$ cat src/rtl/control_pipe.sv
// Decode-stage control: opcode -> registered 9-bit control word + ALU op, one-cycle latency into ID/EX.
// Stall (combinational) holds PC and IF/ID on load-use hazards and while a multi-cycle MUL occupies decode.
module control_pipe #(
    parameter int OPCODE_W    = 6,
    parameter int REG_W       = 5,
    parameter int MUL_LATENCY = 4,
    parameter int ILL_CNT_W   = 8
) (
    input  logic                 clk,
    input  logic                 reset,
    input  logic                 instr_valid,
    input  logic [OPCODE_W-1:0]  opcode,
    input  logic [REG_W-1:0]     rs,
    input  logic [REG_W-1:0]     rt,
    input  logic                 ex_mem_read,
    input  logic [REG_W-1:0]     ex_rt,
    input  logic                 flush,
    output logic [8:0]           ctrl_bits,
    output logic [1:0]           alu_op,
    output logic                 ctrl_valid,
    output logic                 stall,
    output logic                 illegal,
    output logic [ILL_CNT_W-1:0] illegal_count
);

    localparam int CNT_W     = $clog2(MUL_LATENCY + 1);
    localparam bit MUL_MULTI = (MUL_LATENCY > 1);

    typedef enum logic {S_RUN, S_MUL_BUSY} state_t;

    state_t               r_state;
    state_t               w_state_nxt;
    logic [CNT_W-1:0]     r_cnt;
    logic [CNT_W-1:0]     w_cnt_nxt;
    logic [8:0]           r_ctrl_bits;
    logic [1:0]           r_alu_op;
    logic                 r_ctrl_valid;
    logic                 r_illegal;
    logic [ILL_CNT_W-1:0] r_ill_cnt;

    logic [31:0]          w_op32;
    logic [8:0]           w_dec_bits;
    logic [1:0]           w_dec_alu;
    logic                 w_legal;
    logic                 w_uses_rt;
    logic                 w_is_mul;
    logic                 w_hazard;
    logic                 w_stall;
    logic                 w_issue;

    assign w_op32 = 32'(opcode);

    always_comb begin
        w_dec_bits = 9'b000000000;
        w_dec_alu  = 2'b00;
        w_legal    = 1'b1;
        w_uses_rt  = 1'b0;
        w_is_mul   = 1'b0;
        case (w_op32)
            32'h00: begin w_dec_bits = 9'b100000100; w_uses_rt = 1'b1; end
            32'h01: begin w_dec_bits = 9'b100000100; w_dec_alu = 2'b01; w_uses_rt = 1'b1; end
            32'h02: begin
                w_dec_bits = 9'b100000100; w_dec_alu = 2'b10; w_uses_rt = 1'b1; w_is_mul = 1'b1;
            end
            32'h10: w_dec_bits = 9'b001101100;
            32'h11: w_dec_bits = 9'b001101101;
            32'h12: begin w_dec_bits = 9'b000011000; w_uses_rt = 1'b1; end
            32'h13: begin w_dec_bits = 9'b000011001; w_uses_rt = 1'b1; end
            32'h30: begin w_dec_bits = 9'b010000000; w_dec_alu = 2'b01; w_uses_rt = 1'b1; end
            32'h31: w_dec_bits = 9'b010000010;
            default: w_legal = 1'b0;
        endcase
    end

    assign w_hazard = instr_valid & ex_mem_read & (ex_rt != '0) &
                      ((ex_rt == rs) | (w_uses_rt & (ex_rt == rt)));

    always_ff @(posedge clk or posedge reset) begin
        if (reset) begin
            r_state <= S_RUN;
            r_cnt   <= '0;
        end else begin
            r_state <= w_state_nxt;
            r_cnt   <= w_cnt_nxt;
        end
    end

    always_comb begin
        w_state_nxt = r_state;
        w_cnt_nxt   = r_cnt;
        case (r_state)
            S_RUN: begin
                if (!flush && instr_valid && !w_hazard && w_is_mul && MUL_MULTI) begin
                    w_state_nxt = S_MUL_BUSY;
                    w_cnt_nxt   = CNT_W'(MUL_LATENCY - 1);
                end
            end
            S_MUL_BUSY: begin
                if (flush) begin
                    w_state_nxt = S_RUN;
                    w_cnt_nxt   = '0;
                end else begin
                    if (r_cnt == CNT_W'(1)) w_state_nxt = S_RUN;
                    w_cnt_nxt = r_cnt - CNT_W'(1);
                end
            end
            default: begin
                w_state_nxt = S_RUN;
                w_cnt_nxt   = '0;
            end
        endcase
    end

    // Hazards are ignored while busy: the decode slot is already being held.
    always_comb begin
        w_stall = 1'b0;
        w_issue = 1'b0;
        case (r_state)
            S_RUN: begin
                w_stall = !flush && instr_valid && w_hazard;
                w_issue = !flush && instr_valid && !w_hazard;
            end
            S_MUL_BUSY: w_stall = !flush;
            default: ;
        endcase
    end

    always_ff @(posedge clk or posedge reset) begin
        if (reset) begin
            r_ctrl_bits  <= '0;
            r_alu_op     <= '0;
            r_ctrl_valid <= 1'b0;
            r_illegal    <= 1'b0;
            r_ill_cnt    <= '0;
        end else begin
            r_ctrl_bits  <= w_issue ? w_dec_bits : 9'b000000000;
            r_alu_op     <= w_issue ? w_dec_alu : 2'b00;
            r_ctrl_valid <= w_issue & w_legal;
            r_illegal    <= w_issue & ~w_legal;
            if (w_issue && !w_legal && !(&r_ill_cnt)) r_ill_cnt <= r_ill_cnt + ILL_CNT_W'(1);
        end
    end

    assign ctrl_bits     = r_ctrl_bits;
    assign alu_op        = r_alu_op;
    assign ctrl_valid    = r_ctrl_valid;
    assign illegal       = r_illegal;
    assign illegal_count = r_ill_cnt;
    assign stall         = w_stall & ~reset;

endmodule

$ cat config.mk
export PLATFORM = sky130hd
export DESIGN_NAME = control_pipe
export DESIGN_NICKNAME = d
export VERILOG_FILES = /design/src/rtl/control_pipe.sv
export SDC_FILE = /design/constraint.sdc
export NUM_CORES = 1
export LEC_CHECK = 0
export ABC_AREA = 1
export CORE_ASPECT_RATIO = 2
export CORE_UTILIZATION = 45
export DETAILED_ROUTE_END_ITERATION = 6
export PLACE_DENSITY_LB_ADDON = 0.08
export RECOVER_POWER = 25
export SYNTH_ARGS = -nofsm -noshare
export SYNTH_HDL_FRONTEND = slang
export SYNTH_SLANG_ARGS = --single-unit
export TNS_END_PERCENT = 1
$ cat constraint.sdc
create_clock -name clk -period 4.1 [get_ports clk]
set_input_delay 0.82 -clock clk [delete_from_list [all_inputs] [get_ports clk]]
set_output_delay 0.82 -clock clk [all_outputs]
set_load 0.005 [all_outputs]
==> impl_metrics.csv <==
group,metric,value,unit
floorplan,start_util,47.6,%
power_and_ir_drop,seqPwrFrac,50.7,%
job,maxCapViolations,0,
drt,num_vias,1298,
floorplan,die_w,41.7,um
sta,worst_pin_slew,902,ps
grt,grt_max_degree,25,
finish,seqCellArea,601,sq um
logic_synthesis,syn-instance-count,174,
logic_synthesis,synthesis.nets,203,
drt,drc,0,
finish,multi_input_area,687,sq um
logic_synthesis,syn_avg_cell_area,8.15,sq um
critical_path,slowest_delay,520,ps
logic_synthesis,synth_cell_type_count,26,
power_and_ir_drop,p_sw_share,24.4,%
critical_path,worst-path-buf-inv,2,
place,io_buffers,47,
clocking,cts_sinks,24,
grt,grt-ovfl-total,0,
power_and_ir_drop,cellLeakagePower,0.00103,uW
sta,min_period,3490,ps
critical_path,crit_path_end_kind,"output pin",
power_and_ir_drop,netSwitchingPower,120,uW
logic_synthesis,netlist_area,1420,sq um
clocking,cts_tree,"done",
sta,finClkSkew,4.49,ps
finish,diodes,0,
finish,final_area,1970,sq um
finish,fillCellCount,263,
drt,ant_nets,0,
floorplan,fp.dieH,81.4,um
clocking,clk_latency,270,ps
clocking,cts_setup_buffers,0,
place,placed_cell_area,1920,sq um
sta,setup_ws,611,ps
drt,wire_per_inst,11.8,um
grt,grt_usage,19.4,%
critical_path,crit_slowest_cell,"clkdlybuf4s50_1",
grt,grt_pass1_wl,4950,um
critical_path,critPathKind,"input pin to output pin",
place,place_congestion,0.801,
clocking,h-tree-depth,1,
floorplan,dieArea,3400,sq um
grt,grt_pass1_vias,1242,
finish,area_delta_synth_final,39.2,%
clocking,cts_hold_buffers,0,
place,place_worst_setup_slack,640,ps
finish,num-nets-final,254,
critical_path,critical_path_required,3280,ps
logic_synthesis,synth_top_area_share,42.3,%
sta,slew_headroom,39.8,%
logic_synthesis,synth_warnings,0,
sta,setup_viol,0,
logic_synthesis,yosysTopAreaCell,"dfrtp_1",
clocking,cts_buffers,3,
status,outcome,"finished, final reports clean",
sta,period_share,85.1,%
drt,wirelength,2990,um
clocking,root_buffer,"clkbuf_8",
power_and_ir_drop,clkPwrFrac,32.3,%
critical_path,cp_top_family,"buffers and inverters",
finish,drive_gt1_share,8.04,%
drt,drtIter0Drc,25,
critical_path,worstPathCellList,"clkdlybuf4s50_1 -> nor2_1 -> nand3_2 -> nand3_1 -> nand3_2 -> nand2_2 -> nand3_1 -> a21oi_1 -> clkdlybuf4s50_1",
sta,fin_setup_tns,0,ps
sta,max_freq,287,MHz
floorplan,design.core.area,2980,sq um
sta,rsz0062_at_grt,"no",
critical_path,arrival,2670,ps
clocking,path_clk_slew,80,ps
drt,dr.pass1.iters,4,
clocking,ctsResizeCount,0,
critical_path,crit_fanout,3,
grt,antenna_found_initial,0,
power_and_ir_drop,vdd_drop_max,174,uV
logic_synthesis,ys_seq_area_share,42.3,%
floorplan,row_count,28,
clocking,clockBufferDepth,2,
critical_path,worstSetupStartpointType,"input pin",
sta,hold_viol,0,
drt,avgViaCountPerCell,5.11,
power_and_ir_drop,p_comb_share,17.0,%
logic_synthesis,synthTopCellsByArea,"dfrtp_1 42%, inv_1 8.5%, nand2_1 7.9%",
logic_synthesis,synth-seq-cells,24,
sta,slew_viol_final,0,
place,place.detailed.hpwl,2510,um
power_and_ir_drop,power.internal,370,uW
power_and_ir_drop,powerDensity,248,nW/um^2
floorplan,design.portCount,48,
hold_path,hold_path.class,"flop to flop",
## area by class of cell
cell class | instances | area share, %
Multi-Input combinational cell | 116 | 34.8
Sequential cell | 24 | 30.4
Inverter | 33 | 6.27
Clock buffer | 4 | 2.79
Timing Repair Buffer | 47 | 23.8
Tap cell | 30 | 1.90
## power groups by stage
stage	Sequential, uW	Clock (uW)	Combinational [uW]
after global routing	249	173	92.5
after detailed placement	253	0	85.0
after floorplan	252	0	42.0
after CTS	248	163	85.2
final	248	158	83.3
after global placement	252	0	80.0
## registers in the layout, indices dropped and copies added, names as in the netlist
register and flops:
alu_op 2, ctrl_bits 8, ctrl_valid 1, illegal 1
illegal_count 8, r_cnt 3, r_state 1
## placed cells by master, fill, tap and decap left out, types with 3 or more instances in the layout
| cell type | instances |
|---|---|
| clkdlybuf4s50_1 | 46 |
| inv_1 | 32 |
| nand2_1 | 30 |
| dfrtp_1 | 24 |
| nand3_1 | 19 |
| nor2_1 | 17 |
| xor2_1 | 9 |
| o21bai_1 | 9 |
| nor3_1 | 4 |
| a21oi_1 | 4 |
| clkbuf_8 | 4 |
| nand2_2 | 3 |
| o21ai_0 | 3 |
| ha_1 | 3 |
## worst register-to-register path: stages (launching register included)
cell	delay [ps]
dfrtp_1	400
ha_1	200
nand2_1	90
nor3_1	200
nand2_1	140
nor2_4	220
inv_1	180
nand2_1	110
inv_1	40
nand3_1	80
nand2_1	60
## per-layer routing
metal / wire length, um / track usage, %
met3: 100 / 2.20
met1: 1040 / 17.3
met4: 93 / 16.1
met5: 0 / 0
met2: 1760 / 37.5
## stage by stage
step	hold WS (ps)	utilization (%)	cells	total power (uW)
after floorplan	480	-	174	294
after global placement	499	64.5	250	332
final	557	66.3	254	490
after global routing	579	66.3	254	514
after detailed placement	531	64.5	250	338
after CTS	551	66.3	254	496
## final timing paths
kind                                       start               end  slack [ps]  cells after the start
worst min register to register          r_cnt[1]          r_cnt[1]         560                      2
min in group asynchronous                  reset          r_cnt[2]        1210                      2
worst max-delay path                   opcode[4]             stall         610                      9
worst max register to register  illegal_count[1]  illegal_count[5]        2250                     10
worst min-delay path                    r_cnt[1]          r_cnt[1]         560                      2
max in group asynchronous                  reset  illegal_count[7]        2330                      2
## cell usage after synthesis
library cell	n
nand2_2	3
nand3_2	2
inv_1	32
or2_2	1
or2_0	1
o211ai_1	1
nor3_1	4
nor2_8	1
nand3_1	19
xnor2_1	2
nand2_1	30
dfrtp_1	24
a21oi_1	4
xor2_1	9
o21bai_1	9
nand4_1	1
buf_4	1
nand3_4	1
inv_2	1
o21ai_0	3
ha_1	3
nand2_4	1
nand4_2	1
nor3_2	1
nor2_1	17
nor2_4	2
## cell families (layout without fill, tap and decap cells)
kind of cell / count (synthesis) / after routing / synth area share (%)
AND/OR/NAND/NOR: 85 / 85 / 31.2
adder cells (fa/ha/maj): 3 / 3 / 2.65
AO/OA/AOI/OAI: 17 / 17 / 7.76
buffers and inverters: 34 / 84 / 9.26
flip-flops: 24 / 24 / 42.3
XOR/XNOR: 11 / 11 / 6.79
(Power assumes the default switching activity.)
